==> src/rtl/rast_pkg.sv <==
// Shared rasterizer types: triangle geometry/colour payload and FIFO defaults.
package rast_pkg;

  localparam int unsigned SIGFIG                 = 24;
  localparam int unsigned VERTS                  = 3;
  localparam int unsigned AXIS                   = 3;
  localparam int unsigned COLORS                 = 3;
  localparam int unsigned TRI_FIFO_DEPTH_DEFAULT = 4;
  localparam int unsigned TRI_COUNT_W            = 32;

  typedef logic signed [VERTS-1:0][AXIS-1:0][SIGFIG-1:0] tri_vert_t;
  typedef logic [COLORS-1:0][SIGFIG-1:0]                 tri_color_t;
  typedef logic [TRI_COUNT_W-1:0]                        tri_count_t;

  typedef struct packed {
    tri_vert_t  v;
    tri_color_t c;
  } tri_pkt_t;

endpackage

==> src/rtl/tri_ingress_fifo_if.sv <==
// Triangle ingress bus: upstream offer/halt pair plus the bbox-facing re-presented stream.
interface tri_ingress_fifo_if;
  import rast_pkg::*;

  tri_vert_t  tri_R10S;
  tri_color_t color_R10U;
  logic       validTri_R10H;
  logic       halt_RnnnnL;
  tri_vert_t  triOut_R10S;
  tri_color_t colorOut_R10U;
  logic       validTriOut_R10H;
  logic       haltOut_RnnnnL;
  tri_count_t triCount_RnnnnU;

  // Environment side: drives upstream triangles and the bbox halt.
  modport master (
    output tri_R10S, color_R10U, validTri_R10H, haltOut_RnnnnL,
    input  halt_RnnnnL, triOut_R10S, colorOut_R10U, validTriOut_R10H, triCount_RnnnnU
  );

  // FIFO side.
  modport slave (
    input  tri_R10S, color_R10U, validTri_R10H, haltOut_RnnnnL,
    output halt_RnnnnL, triOut_R10S, colorOut_R10U, validTriOut_R10H, triCount_RnnnnU
  );

endinterface

==> src/rtl/tri_ingress_fifo.sv <==
// Head-of-rast triangle FIFO: absorbs upstream stalls and re-presents triangles in order to bbox.
module tri_ingress_fifo
  import rast_pkg::*;
#(
  parameter int unsigned DEPTH = TRI_FIFO_DEPTH_DEFAULT
) (
  input  logic               clk,
  input  logic               rst,
  tri_ingress_fifo_if.slave  bus
);

  localparam int unsigned PTR_W = $clog2(DEPTH);
  localparam int unsigned CNT_W = $clog2(DEPTH + 1);
  localparam logic [CNT_W-1:0] FULL_CNT = CNT_W'(DEPTH);

  tri_pkt_t           mem [DEPTH];
  logic [PTR_W-1:0]   wr_ptr;
  logic [PTR_W-1:0]   rd_ptr;
  logic [CNT_W-1:0]   count;
  tri_count_t         tri_count;

  logic               full_c;
  logic               empty_c;
  logic               push_c;
  logic               pop_c;
  tri_pkt_t           wr_pkt_c;
  tri_pkt_t           head_pkt_c;

  // Flags come only from the registered count, so halt has no path from any input.
  assign full_c  = (count == FULL_CNT);
  assign empty_c = (count == '0);
  assign push_c  = bus.validTri_R10H & ~full_c & ~rst;
  assign pop_c   = ~empty_c & bus.haltOut_RnnnnL & ~rst;

  assign wr_pkt_c   = '{v: bus.tri_R10S, c: bus.color_R10U};
  assign head_pkt_c = mem[rd_ptr];

  // Storage has no reset; entries beyond the live window are never observed.
  always_ff @(posedge clk) begin
    if (push_c) begin
      mem[wr_ptr] <= wr_pkt_c;
    end
  end

  always_ff @(posedge clk) begin
    if (rst) begin
      wr_ptr    <= '0;
      rd_ptr    <= '0;
      count     <= '0;
      tri_count <= '0;
    end else begin
      if (push_c) begin
        wr_ptr    <= wr_ptr + PTR_W'(1);
        tri_count <= tri_count + TRI_COUNT_W'(1);
      end
      if (pop_c) begin
        rd_ptr <= rd_ptr + PTR_W'(1);
      end
      unique case ({push_c, pop_c})
        2'b10:   count <= count + CNT_W'(1);
        2'b01:   count <= count - CNT_W'(1);
        default: count <= count;
      endcase
    end
  end

  assign bus.halt_RnnnnL      = ~full_c;
  assign bus.validTriOut_R10H = ~empty_c;
  assign bus.triOut_R10S      = head_pkt_c.v;
  assign bus.colorOut_R10U    = head_pkt_c.c;
  assign bus.triCount_RnnnnU  = tri_count;

`ifndef SYNTHESIS
  a_count_bound: assert property (@(posedge clk) disable iff (rst) count <= FULL_CNT)
    else $error("tri_ingress_fifo: count %0d exceeds depth", count);

  a_no_push_when_halted: assert property (@(posedge clk) disable iff (rst)
    !(push_c && !bus.halt_RnnnnL))
    else $error("tri_ingress_fifo: push while halt_RnnnnL low");

  // A stalled head must stay put until bbox takes it.
  a_hold_stable: assert property (@(posedge clk) disable iff (rst)
    (bus.validTriOut_R10H && !bus.haltOut_RnnnnL) |=>
      (bus.validTriOut_R10H && $stable(bus.triOut_R10S) && $stable(bus.colorOut_R10U)))
    else $error("tri_ingress_fifo: head changed while stalled");
`endif

endmodule

==> src/flat_wrapper.sv <==
// flat-port wrapper written by rule: the top's interface ports become plain ports
module tri_ingress_fifo_flat import rast_pkg::*;
#(
  parameter int unsigned DEPTH = TRI_FIFO_DEPTH_DEFAULT
)
  (clk, rst, bus_tri_R10S, bus_color_R10U, bus_validTri_R10H, bus_haltOut_RnnnnL, bus_halt_RnnnnL, bus_triOut_R10S, bus_colorOut_R10U, bus_validTriOut_R10H, bus_triCount_RnnnnU);
  tri_ingress_fifo_if bus_i ();
  input  logic clk;
  input  logic rst;
  input wire logic [$bits(bus_i.tri_R10S)-1:0] bus_tri_R10S;
  input wire logic [$bits(bus_i.color_R10U)-1:0] bus_color_R10U;
  input wire logic [$bits(bus_i.validTri_R10H)-1:0] bus_validTri_R10H;
  input wire logic [$bits(bus_i.haltOut_RnnnnL)-1:0] bus_haltOut_RnnnnL;
  output wire logic [$bits(bus_i.halt_RnnnnL)-1:0] bus_halt_RnnnnL;
  output wire logic [$bits(bus_i.triOut_R10S)-1:0] bus_triOut_R10S;
  output wire logic [$bits(bus_i.colorOut_R10U)-1:0] bus_colorOut_R10U;
  output wire logic [$bits(bus_i.validTriOut_R10H)-1:0] bus_validTriOut_R10H;
  output wire logic [$bits(bus_i.triCount_RnnnnU)-1:0] bus_triCount_RnnnnU;
  assign bus_i.tri_R10S = bus_tri_R10S;
  assign bus_i.color_R10U = bus_color_R10U;
  assign bus_i.validTri_R10H = bus_validTri_R10H;
  assign bus_i.haltOut_RnnnnL = bus_haltOut_RnnnnL;
  assign bus_halt_RnnnnL = bus_i.halt_RnnnnL;
  assign bus_triOut_R10S = bus_i.triOut_R10S;
  assign bus_colorOut_R10U = bus_i.colorOut_R10U;
  assign bus_validTriOut_R10H = bus_i.validTriOut_R10H;
  assign bus_triCount_RnnnnU = bus_i.triCount_RnnnnU;
  tri_ingress_fifo #(.DEPTH(DEPTH)) u_core (.clk(clk), .rst(rst), .bus(bus_i));
endmodule
==> config.mk <==
export PLATFORM = sky130hd
export DESIGN_NAME = tri_ingress_fifo_flat
export DESIGN_NICKNAME = d
export VERILOG_FILES = /design/src/rtl/rast_pkg.sv /design/src/rtl/tri_ingress_fifo_if.sv /design/src/rtl/tri_ingress_fifo.sv /design/src/flat_wrapper.sv
export SDC_FILE = /design/constraint.sdc
export NUM_CORES = 1
export LEC_CHECK = 0
export BUFFER_PORTS_ARGS = -buffer_cell sky130_fd_sc_hd__clkbuf_2
export CORE_MARGIN = 2
export CORE_UTILIZATION = 40
export CTS_CLUSTER_DIAMETER = 80
export DETAILED_ROUTE_END_ITERATION = 10
export SLEW_MARGIN = 5
export SYNTH_ARGS = -nofsm -noshare
export SYNTH_HDL_FRONTEND = slang
export SYNTH_SLANG_ARGS = --single-unit
==> constraint.sdc <==
create_clock -name clk -period 25.6 [get_ports clk]
set_input_delay 3.84 -clock clk [delete_from_list [all_inputs] [get_ports clk]]
set_output_delay 3.84 -clock clk [all_outputs]
set_load 0.02 [all_outputs]
==> results.md, run 1 <==
Run status:
- The run finished with clean final reports.

Floorplan:
- The total core area is 107000 sq um.
- The initial cell density of the core is roughly 40%.
- The overall die height is about 330 um.
- The floorplan step defined a die boundary enclosing around 110000 sq um.
- The number of cell rows is 120.
- The die outline width is approximately 330 um.
- The number of I/O pins is 614.

Synth:
- The synthesized design devotes to its leading area cell type between 70% and 80% of total area.
- The yosys synthesis warning count is 0.
- After synthesis the netlist holds a flip-flop and latch count of around 1200.
- edfxtp_1 takes more of the synthesized area than any other cell.
- The most used flip-flop cell after synthesis is edfxtp_1.
- In the synthesized netlist, the number of instances is approximately 1700.
- Counting flops with an async set or reset pin after synthesis yields a share of 0%.
- The average instance in the mapped netlist occupies 25.1 sq um.
- The number of nets produced by synthesis is a little over 2000.
- The count of flip-flops with a built-in enable after synthesis is 1152.
- The area of the mapped netlist is 43300 sq um.
- The post-synthesis cell type count is 38.
- The part of the Yosys area used for sequential elements is between 80% and 90%.
- After synthesis, the cell types taking the most area are edfxtp_1, mux4_2, dfxtp_1, buf_2, xnor2_1.

Timing:
- Headroom to the max-slew limit came out at between 10% and 20%.
- The number of slew-limit violations in the final report is 0.
- Setup repair after global routing left no endpoint under its margin.
- The setup clock skew after layout is roughly 0.021 ns.
- The smallest clock period supported by the final layout is computed as ~8.9 ns.
- The final critical-path share of the clock period is between 30% and 40%.
- For the pin with the worst max-slew slack, the measured transition is ~1.3 ns.
- The final setup violation count is 0.
- For this run, the top clock speed supported by timing is between 100 and 150 MHz.
- In the final timing run, aggregate negative setup slack is 0 ns.
- The final number of hold-violating endpoints was 0.

Detailed routing:
- The sum of routed wire length over all layers is 96.5 mm.
- The first detailed-routing pass took 5 iterations.
- The detailed-route vias per instance is between 5 and 6.
- In this run the remaining antenna-violating nets after routing total 0.
- Dividing the detail-routed wire length by the instance count gives around 25 um.
- Detailed routing inserted a total of ~20000 vias.
- For this block, the initial DRC count from the detailed router was ~1400.
- The number of remaining DRC errors is 0.

Worst setup path:
- The kind of start point of the critical path is a flop.
- The top fanout value on the critical path is 46.
- The capture point of the worst path is bus_triOut_R10S[125].
- The endpoint of the lowest-slack register-to-register path is u_core.mem[3][22].
- For the worst setup path, the data required time is approximately 22 ns.
- Among the stages of the critical path, the cell type that occurs most often is buf_4.
- In this run the critical register-to-register path is launched from u_core.count[0].
- The worst setup path is captured at an output pin.
- The largest single stage delay on the critical path is between 0.9 and 1 ns.
- The critical path crosses 5 cells after its start point.
- The number of buffers and inverters on the critical path is 4.
- The signal arrival time at the worst endpoint is between 5 and 6 ns.
- The register-to-register path setup slack is 21.06 ns.
- The dominant delay contributor by cell family on the critical path is buffers and inverters.
- The critical path goes through buf_4 > buf_4 > buf_4 > mux4_2 > clkbuf_2.
- For the worst flop-to-flop path, the logic depth is 6.
- The cell with the largest stage delay on the worst path is dfxtp_4.
- The type of the worst setup path is flop to output pin.

Final layout:
- The count of placed standard cells in the final layout, fillers left out is between 3000 and 4000.
- The count of filler cells inserted in the layout is around 8800.
- Cells fill about half of the core in the end.
- In the final layout, the share of cells above drive strength 1 is between 40% and 50%.
- The relative area change from synthesis to final layout is 20.2%.
- The final design instance area without fill is ~52000 sq um.
- The count of nets after finishing is roughly 2700.

GRT:
- Summed over all layers, the global routing overflow is 0.
- For this run, the total global-route usage over all layers was measured as 17.2%.
- The global-route wire length before repair is between 100 and 150 mm.
- The number of global-route vias before repair came to 21700.
- The pin count of the biggest net entering global routing is 137.
- The initial antenna violation count is 22.

Run:
- Max-cap violations in this run came to 0.

Power:
- The standby leakage power is around 17 nW.
- The clock network power share is 40.8%.
- The worst-case IR drop observed on VDD is a little over 0.06 mV.
- For this design the ratio of total power to cell area is 82.1 nW/um^2.
- The switching fraction of total power is around 22%.
- The net switching power is between 0.0009 and 0.001 W.
- The share of total power in combinational logic is about 7.4%.
- Registers are responsible for between 50% and 60% of the overall power.
- The internal power of the cells is about 0.0033 W.

Clock tree:
- The maximum root-to-sink buffer count is 3.
- The CTS tree is done.
- CTS built an H-tree with a depth of 3.
- The total number of clock tree sinks is ~1200.
- Post-CTS repair changed the size of 0 cells.
- The clock tree root driver cell is clkbuf_16.
- The number of buffers added to fix hold violations after cts is 0.
- Buffers inserted during clock tree synthesis total 120.
- The clock latency of the later-clocked register in the worst-skew pair is between 0.6 and 0.7 ns.
- After clock tree synthesis, the clock-pin slew on the worst setup and hold paths is roughly 0.06 ns.
- After clock tree synthesis, the setup repair step added 0 buffers.

Place:
- The congestion estimate from routability-driven global placement came to roughly 0.79.
- After legalization and detailed placement, the total HPWL measured just over 60 mm.
- The area of placed instances is slightly below 50000 sq um.
- The post-placement cell count is between 3000 and 4000.
- Buffers placed on the I/O ports in this run total 613.

Hold path:
- The class of the most critical hold timing path is flop to flop.
==> layout by cell type (no fill, tap or decap), types with 13 or more instances in the layout <==
cell type and instances:
buf_4 21, bufinv_16 13, clkbuf_1 22, clkbuf_16 123, clkbuf_2 613, clkinv_1 17
clkinv_2 28, dfxtp_1 39, diode_2 14, edfxtp_1 1152, inv_1 13, mux4_2 288
nand2_1 14, nor2_1 28, xnor2_1 17
==> worst min-delay path by stage <==
stage	depth (start not counted)	slack [ns]	to	startpoint
finish	1	0.48	u_core.bus.triCount_RnnnnU[31]	u_core.bus.triCount_RnnnnU[31]
CTS	1	0.48	u_core.bus.triCount_RnnnnU[31]	u_core.bus.triCount_RnnnnU[31]
global placement	1	0.46	u_core.bus.triCount_RnnnnU[31]	u_core.bus.triCount_RnnnnU[31]
global route	1	0.50	u_core.bus.triCount_RnnnnU[31]	u_core.bus.triCount_RnnnnU[31]
detailed placement	1	0.47	u_core.bus.triCount_RnnnnU[31]	u_core.bus.triCount_RnnnnU[31]
floorplan	2	0.46	u_core.count[2]	u_core.count[2]
==> routing by layer <==
metal / track usage, % / vias to the layer above / part of all wire (%)
li1: - / 8779 / -
met1: 20.7 / 10600 / 38
met2: 28.6 / 635 / 51
met3: 5.36 / 194 / 7.2
met4: 7.29 / 14 / 3.7
met5: 0 / - / 0.098
==> worst register-to-register path: stages, from the launching register on <==
cell	delay [ns]
dfxtp_1	0.38
or3b_1	0.27
and3_1	0.48
and2_4	0.60
buf_4	0.71
buf_4	0.81
buf_4	0.82
==> final cells by class <==
class | instances | area, sq um | area share (%)
Sequential cell | 1193 | 35400 | 68.0
Tap cell | 1403 | 1760 | 3.37
Clock buffer | 150 | 3230 | 6.20
Clock inverter | 70 | 753 | 1.45
Antenna cell | 14 | 35.0 | 0.0673
Timing Repair Buffer | 637 | 3290 | 6.31
Inverter | 13 | 48.8 | 0.0937
Multi-Input combinational cell | 448 | 7530 | 14.5
==> sequential cells by signal, indices dropped and copies added, names as in the netlist, named ones only <==
name	count
u_core.rd_ptr	2
u_core.wr_ptr	2
u_core.mem	1152
u_core.bus.triCount_RnnnnU	32
u_core.count	3
==> kinds of logic after synthesis <==
logic type | share of synthesized area [%]
DFF | 81.8
and+or+nand+nor | 1.31
muxes | 15.0
adders and majority gates | 0.220
xor gates and xnor gates | 0.526
buffers and inverters | 0.847
AOI/OAI and AO/OA | 0.335
==> stage by stage <==
| step | power [W] | worst slack (ns) | hold WS, ns |
|---|---|---|---|
| after floorplan | 0.00245 | 13.86 | 0.461 |
| after global placement | 0.00257 | 17.13 | 0.465 |
| after detailed placement | 0.00258 | 17.01 | 0.471 |
| after CTS | 0.00433 | 16.32 | 0.480 |
| after global routing | 0.00441 | 16.10 | 0.500 |
| final | 0.00427 | 16.74 | 0.477 |
==> Yosys cell counts (9+ instances only) <==
master    number
edfxtp_1    1152
mux4_2       288
dfxtp_1       41
buf_2         32
nor2_1        28
clkbuf_1      27
xnor2_1       17
buf_1         15
nand2_1       14
inv_1         13
a21oi_1       11
nand3_1       10
xor2_1         9
==> power groups by stage <==
stage | logic [W] | clock network, W | registers (W)
after floorplan | 0.000190 | 0 | 0.00226
after global placement | 0.000317 | 0 | 0.00225
after detailed placement | 0.000323 | 0 | 0.00226
after CTS | 0.000324 | 0.00179 | 0.00222
after global routing | 0.000337 | 0.00186 | 0.00222
final | 0.000315 | 0.00175 | 0.00221
(Power assumes the default switching activity.)
==> run 2, diff against run 1 <==
Settings changed: ABC_AREA from default to 1.
Clock period 25.6 ns to 7.7 ns, I/O delays scaled along.
==> results.md, run 2 <==
Final layout:
- The fraction of final layout cells sized beyond drive strength 1 is between 20% and 30%.
- The count of placed standard cells in the final layout, fillers left out is about 5300.
- The relative area change from synthesis to final layout is 19.6%.
- Counting flops per register, the top entry is u_core.mem.
- The count of filler cells inserted in the layout is between 9000 and 10000.
- Leaving out fill and tap cells, the most frequent cells in the layout are edfxtp_1, nor2_1, clkbuf_2, o21ai_0, o22ai_1.
- Leaving out fill and tap cells, the most frequent cell in the layout is edfxtp_1.
- The flip-flop count of the largest register after layout is roughly 1200.
- After routing the design area is 53200 sq um.
- The count of nets after finishing is between 3000 and 4000.

Detailed routing:
- The number of violations reported at the end of detailed-routing iteration 0 is 1744.
- The detailed-route via count is around 27000.
- Using the TritonRoute via totals, the vias-per-cell ratio works out to between 5 and 6.
- The sum of routed wire segments on met1 is ~42 mm.
- The met3 layer wire length in the routed design is slightly below 9 mm.
- Wires add up to between 100 and 150 mm.
- The first detailed-routing pass took 7 iterations.
- The top routing layer in use is met5.
- The post-detailed-route count of antenna-violating nets is 0.
- The average wire per cell in the routed design is about 20 um.
- The met2 layer wire length in the routed design is slightly above 50 mm.
- The number of remaining DRC errors is 0.

Clock tree:
- At the later pin of the worst-skew pair, clock insertion delay measures between 0.7 and 0.8 ns.
- The number of CTS-inserted buffers is about 130.
- The H-tree depth is 4.
- The CTS tree is done.
- The clock drives 1193 sinks.
- The number of buffers added to fix hold violations after cts is 0.
- Once the clock tree was built, the resizer swapped 0 gates to a different size.
- The clock tree root driver cell is clkbuf_16.
- The maximum root-to-sink buffer count is 3.
- The number of setup buffers added after CTS is 0.
- The clock transition at the registers of the reported paths is approximately 0.05 ns.

Floorplan:
- The floorplan has 122 rows.
- In this run the horizontal extent of the chip is about 340 um.
- The initial cell density of the core is between 40% and 50%.
- The area enclosed by the die boundary is between 100000 and 150000 sq um.
- From bottom edge to top edge, the die measures around 340 um.
- The total core area is around 110000 sq um.
- During I/O placement, the number of pins put on the boundary was approximately 610.

Place:
- At the end of routability-driven placement, the weighted congestion stood at 0.766.
- During placement, the flow inserted port buffers numbering 613.
- The post-detailed-placement half-perimeter wirelength is between 60 and 70 mm.
- Including well taps, the total number of placed cells is 5051.
- In this run the cell area measured after placement is 48900 sq um.

Synth:
- By area the synthesized netlist is led by edfxtp_1, o21ai_0, nor2_1, o22ai_1, dfxtp_1.
- By instance count, the leading cell after synthesis is edfxtp_1.
- By area, the combinational part of the netlist is dominated by compound AO/OA/AOI/OAI gates.
- In this run, synthesis inferred approximately 1200 flip-flops with an integrated enable.
- The number of nets in the synthesized netlist is approximately 3400.
- Dividing the synthesized area by the synthesized cell count gives around 14 sq um.
- Sorting the synthesized cells by how often they occur yields edfxtp_1, nor2_1, o21ai_0.
- The number of standard cells after synthesis is ~3100.
- After synthesis the cells add up to 44500 sq um.
- Of the synthesized area, sequential elements account for roughly four fifths.
- The dominant cell type by area after synthesis is edfxtp_1.
- Of the post-synthesis cell area, the dominant cell type holds between 70 and 80%.
- The area share of fa/ha/maj cells after synthesis is 0.214%.
- The fraction of the mapped netlist area in compound gates is around 11%.
- The post-synthesis share of cell area spent on xor and xnor gates is less than 1%.
- The fraction of registers with async set or reset after synthesis is 0%.
- The Yosys step of the flow raised 0 warnings.
- The synthesized netlist contains 34 unique library cells.
- In the synthesized netlist the dominant register cell turns out to be edfxtp_1.
- Counting flops and latches in the post-synthesis netlist gives 1193.
- After synthesis, the share of cell area in mux cells is 0%.
- The post-synthesis simple-gate area fraction is under 10%.

GRT:
- Summed over all layers, the global routing overflow is 0.
- The pin count of the biggest net entering global routing is 229.
- The initial antenna violation count is 27.
- Global routing consumed, over all layers together, between 10% and 20% of the routing resources.
- The global-route wire length before repair is approximately 160 mm.
- The number of global-route vias before repair came to roughly 26000.

Timing:
- The routed design could run at a clock period as short as around 5.0 ns.
- Based on the critical path, the design can be clocked at up to ~200 MHz.
- The final number of hold-violating endpoints is 0.
- Setup repair after global routing left no endpoint under its margin.
- In this run the tightest slew margin relative to its limit is under 10%.
- On the final layout, the worst clock skew is 0.0279 ns.
- The worst hold slack after final layout is 0.460 ns.
- At the pin with the least slew margin, the transition time is 1.42 ns.
- The number of slew-limit violations in the final report came to 0.
- The setup TNS after final layout is 0 ns.
- The final critical-path share of the clock period is roughly 64%.
- The final setup violation count is 0.

Power:
- The worst ir drop on vdd is around 0.23 mV.
- Per report_power, the sequential group accounts for 50.7% of the total.
- For this design the total switching power over the nets is 0.00331 W.
- The standby leakage power is around 19 nW.
- The power per cell area is about 270 nW/um^2.
- The share of total power in combinational logic is between 7 and 8%.
- The internal power of the cells is roughly 0.011 W.
- The total power consumption of the routed design is 0.0144 W.
- Of the total power, the share spent switching nets is between 20% and 30%.
- The clock network power share is 42.0%.

Run status:
- The run finished with clean final reports.

Worst setup path:
- The data required time of the critical path is between 6 and 7 ns.
- The type of the worst setup path is flop to output pin.
- The worst setup path is launched from a flop.
- The signal arrival time at the worst endpoint is ~3.8 ns.
- Along the worst path, the maximum fanout reaches around 100.
- The kind of end point of the critical path is an output pin.

Hold path:
- The class of the most critical hold timing path is flop to flop.

Run:
- Across the run, the number of max-cap violations was 0.
-- run 2: area by class of cell --
| type | count | area (sq um) | area share, % |
|---|---|---|---|
| inverter | 59 | 245 | 0.461 |
| timing repair buffer | 636 | 3390 | 6.38 |
| tap | 1488 | 1860 | 3.50 |
| clock buffer | 159 | 3410 | 6.42 |
| antenna | 13 | 32.5 | 0.0612 |
| multi-input combinational | 1675 | 8020 | 15.1 |
| clock inverter | 67 | 779 | 1.47 |
| sequential | 1193 | 35400 | 66.6 |
-- run 2: final timing paths --
path	startpoint	end	slack, ns	cells after the start
hold / removal	u_core.rd_ptr[1]	flop	0.46	2
setup reg to reg	u_core.count[1]	u_core.mem[1][59]	4.77	5
setup / recovery	flop	bus_triOut_R10S[124]	2.75	5
hold reg to reg	u_core.rd_ptr[1]	flop	0.46	2
-- run 2: critical path, cell delays in order, from the launching register on --
cell      delay [ns]
dfxtp_4         0.72
buf_4           0.60
buf_4           0.88
o21ai_0         0.24
o22ai_1         0.31
clkbuf_2        0.22
-- run 2: power groups by stage --
stage | clock network [W] | registers (W) | logic [W]
CTS | 0.00621 | 0.00733 | 0.00106
finish | 0.00607 | 0.00733 | 0.00105
detailed placement | 0 | 0.00746 | 0.00106
global route | 0.00646 | 0.00734 | 0.00114
floorplan | 0 | 0.00750 | 0.000590
global placement | 0 | 0.00746 | 0.00105
-- run 2: kinds of logic after synthesis --
family,count (synthesis)
flops,1193
xor+xnor,4
simple gates,760
buf+inv,253
fa+ha+maj,7
compound gates,904
-- run 2: metrics by stage --
stage	util [%]	worst slack [ns]
6_report	48.1	2.75
5_1_grt	48.1	2.42
4_1_cts	48.1	2.63
3_5_place_dp	44.3	3.28
3_3_place_gp	44.3	3.33
2_1_floorplan	-	-1.97
-- run 2: per-layer routing --
metal  vias up  track usage, %
met5         -               0
met1     13300            21.9
met3       224            6.21
met2       775            29.1
li1      12900               -
met4        26            7.83
==> run 3, diff against run 2 <==
Clock period 7.7 ns to 5 ns, I/O delays scaled along.
==> results.md, run 3 (synthesized netlist as in run 2, its figures left out) <==
Final layout:
- The library cells used most frequently in the layout, excluding fill and tap cells, are edfxtp_1, nor2_1, clkbuf_2, o21ai_0, o22ai_1.
- In the final layout, the share of cells above drive strength 1 is 22.6%.
- In the final design database the tool counted approximately 4000 nets.
- Summing all non-filler instances in the final layout gives an area of 53400 sq um.
- The relative area change from synthesis to final layout is 20.1%.
- The flip-flop count of the largest register after layout is ~1200.
- Measured on the finished design, the core utilization comes to between 40 and 50%.
- The count of filler cells inserted in the layout is approximately 9600.
- The multi-input combinational cells in the finished layout cover a total of ~8000 sq um.
- The sequential cell area is 35400 sq um.
- Ranked by flip-flop count, first place goes to u_core.mem.
- The most common cell after layout, fill and taps aside is edfxtp_1.

Timing:
- The number of slew-limit violations in the final report is 0.
- The final critical-path share of the clock period is about three quarters.
- The final number of hold-violating endpoints was 0.
- Timing would allow up to roughly 260 MHz.
- The setup slack after layout is around 1.2 ns.
- The minimum clock period after layout is 3.83 ns.
- Setup repair after global routing left no endpoint under its margin.
- For the pin with the worst max-slew slack, the measured transition is ~1.1 ns.
- Measured against its own limit, the worst slew margin works out to 25.2%.
- For the final database, setup skew stands at around 0.026 ns.
- Setup violations remaining at the end of the flow were counted as 0.

Place:
- After legalization and detailed placement, the total HPWL measured 64.4 mm.
- Summing all placed instances gives a cell area of 49300 sq um.
- Buffers placed on the I/O ports in this run total just over 600.
- The placer congestion estimate is a little under 0.8.
- The worst slack at placement is 1.70 ns.

Worst setup path:
- The critical path is of the flop to output pin type.
- The slowest stage of the critical path belongs to the cell buf_4.
- Walking the worst path, the cells encountered are inv_16 > buf_4 > o21ai_0 > o22ai_1 > clkbuf_2.
- The critical path's largest stage delay is about 0.53 ns.
- The top fanout value on the critical path is 214.
- The signal arrival time at the worst endpoint is 3.08 ns.
- STA classifies the critical path startpoint as a flop.
- STA puts the critical path data required time at around 4.3 ns.
- STA classifies the critical path endpoint as an output pin.

Detailed routing:
- The post-detailed-route count of antenna-violating nets is 0.
- The count of TritonRoute iterations in the first routing pass is 7.
- Dividing the detail-routed via count by the number of cells gives 5.13.
- After detailed routing, the number of remaining DRC violations is 0.
- After the first detailed-routing iteration, the DRC count stood at 1808.
- The routed layout has about 27000 vias.
- The sum of routed wire length over all layers is roughly 110 mm.
- Dividing the detail-routed wire length by the instance count gives around 20 um.

Power:
- In this run the static leakage power is around 19 nW.
- The sequential cell fraction of total power is about half.
- Net switching is a little under a quarter of the power.
- In this run the power spent charging and discharging nets is 0.00497 W.
- For this design the ratio of total power to cell area is between 400 and 500 nW/um^2.
- Per report_power, the clock group accounts for 41.1% of the total.
- The share of total power dissipated in combinational logic is approximately 7.5%.
- The internal power of the cells is ~0.017 W.
- The worst ir drop on vdd is 0.305 mV.

Clock tree:
- The clock tree synthesis step divided the H-tree into 3 levels.
- The clock tree root driver cell is clkbuf_16.
- Buffers added to address setup during post-CTS repair amount to 0.
- TritonCTS built the clock tree.
- The number of buffers added to fix hold violations after cts is 0.
- Clock latency on the worst-skew pair, taken at its later pin, is 0.72 ns.
- The count of instances resized after the clock tree is built is 0.
- The total number of clock tree sinks is 1193.
- The longest clock path from root to sink contains 3 buffers.
- The number of clock buffers added by TritonCTS is between 100 and 150.
- The clock transition at the registers of the reported paths is approximately 0.06 ns.

Floorplan:
- The number of I/O pins is between 600 and 700.
- The initial cell density of the core is between 40% and 50%.
- The number of cell rows is ~120.
- The die is ~340 um wide.
- The area enclosed by the die boundary is around 110000 sq um.
- The total core area is 111000 sq um.
- The overall die height is roughly 340 um.

Run:
- Across the run, the number of max-cap violations was 0.

GRT:
- The initial antenna violation count came to 27.
- Entering global routing, the biggest net connects ~220 pins.
- The overall track demand over capacity in global routing is between 10% and 20%.
- The number of global-route vias before repair is approximately 26000.
- The global-route wire length before repair is 158 mm.
- Summed over all layers, the global routing overflow is 0.

Run status:
- The flow ran to the end, and the final reports show no timing, DRC or antenna violations.

Hold path:
- The class of the most critical hold timing path is input pin to flop.
## run 3: layer usage
layer,routed length (um),vias up,track usage (%)
li1,-,12900,-
met1,43500,13400,22.4
met2,52700,774,29.9
met3,7940,192,5.12
met4,3490,22,7.85
met5,161,-,0
## run 3: power by group through the flow
stage | Clock (W) | Sequential (W) | Combinational (W)
finish | 0.00903 | 0.0113 | 0.00165
global route | 0.00960 | 0.0113 | 0.00179
CTS | 0.00921 | 0.0113 | 0.00168
global placement | 0 | 0.0115 | 0.00166
detailed placement | 0 | 0.0115 | 0.00167
floorplan | 0 | 0.0115 | 0.000913
## run 3: critical path, delay by kind of cell (launching register included)
family          cells  cell delay (ns)
compound gates      2             0.36
buf+inv             3             1.10
flops               1             0.46
## run 3: final cells by class
class / count / area share (%)
diodes: 18 / 0.0844
clock inverters: 78 / 1.56
flip-flops and latches: 1193 / 66.3
inverters: 59 / 0.494
clock buffers: 146 / 5.93
multi-input cells: 1675 / 15.0
repair buffers: 672 / 7.07
well taps: 1488 / 3.49
## run 3: metrics by stage
step           TNS, ns  hold WS [ns]  cells  power, W
2_1_floorplan  -938.63         0.436   3121    0.0124
3_3_place_gp         0         0.443   5087    0.0131
3_5_place_dp         0         0.447   5087    0.0132
4_1_cts              0         0.184   5311    0.0222
5_1_grt              0         0.211   5325    0.0227
6_report             0         0.249   5329    0.0220
## run 3: final timing paths
kind / slack (ns) / start / to / cells past startpoint
min reg2reg: 0.45 / u_core.rd_ptr[1] / flop / 2
max: 1.17 / flop / bus_triOut_R10S[33] / 5
max reg2reg: 2.50 / u_core.count[1] / u_core.mem[0][115] / 6
min: 0.25 / bus_tri_R10S[172] / u_core.mem[0][244] / 1
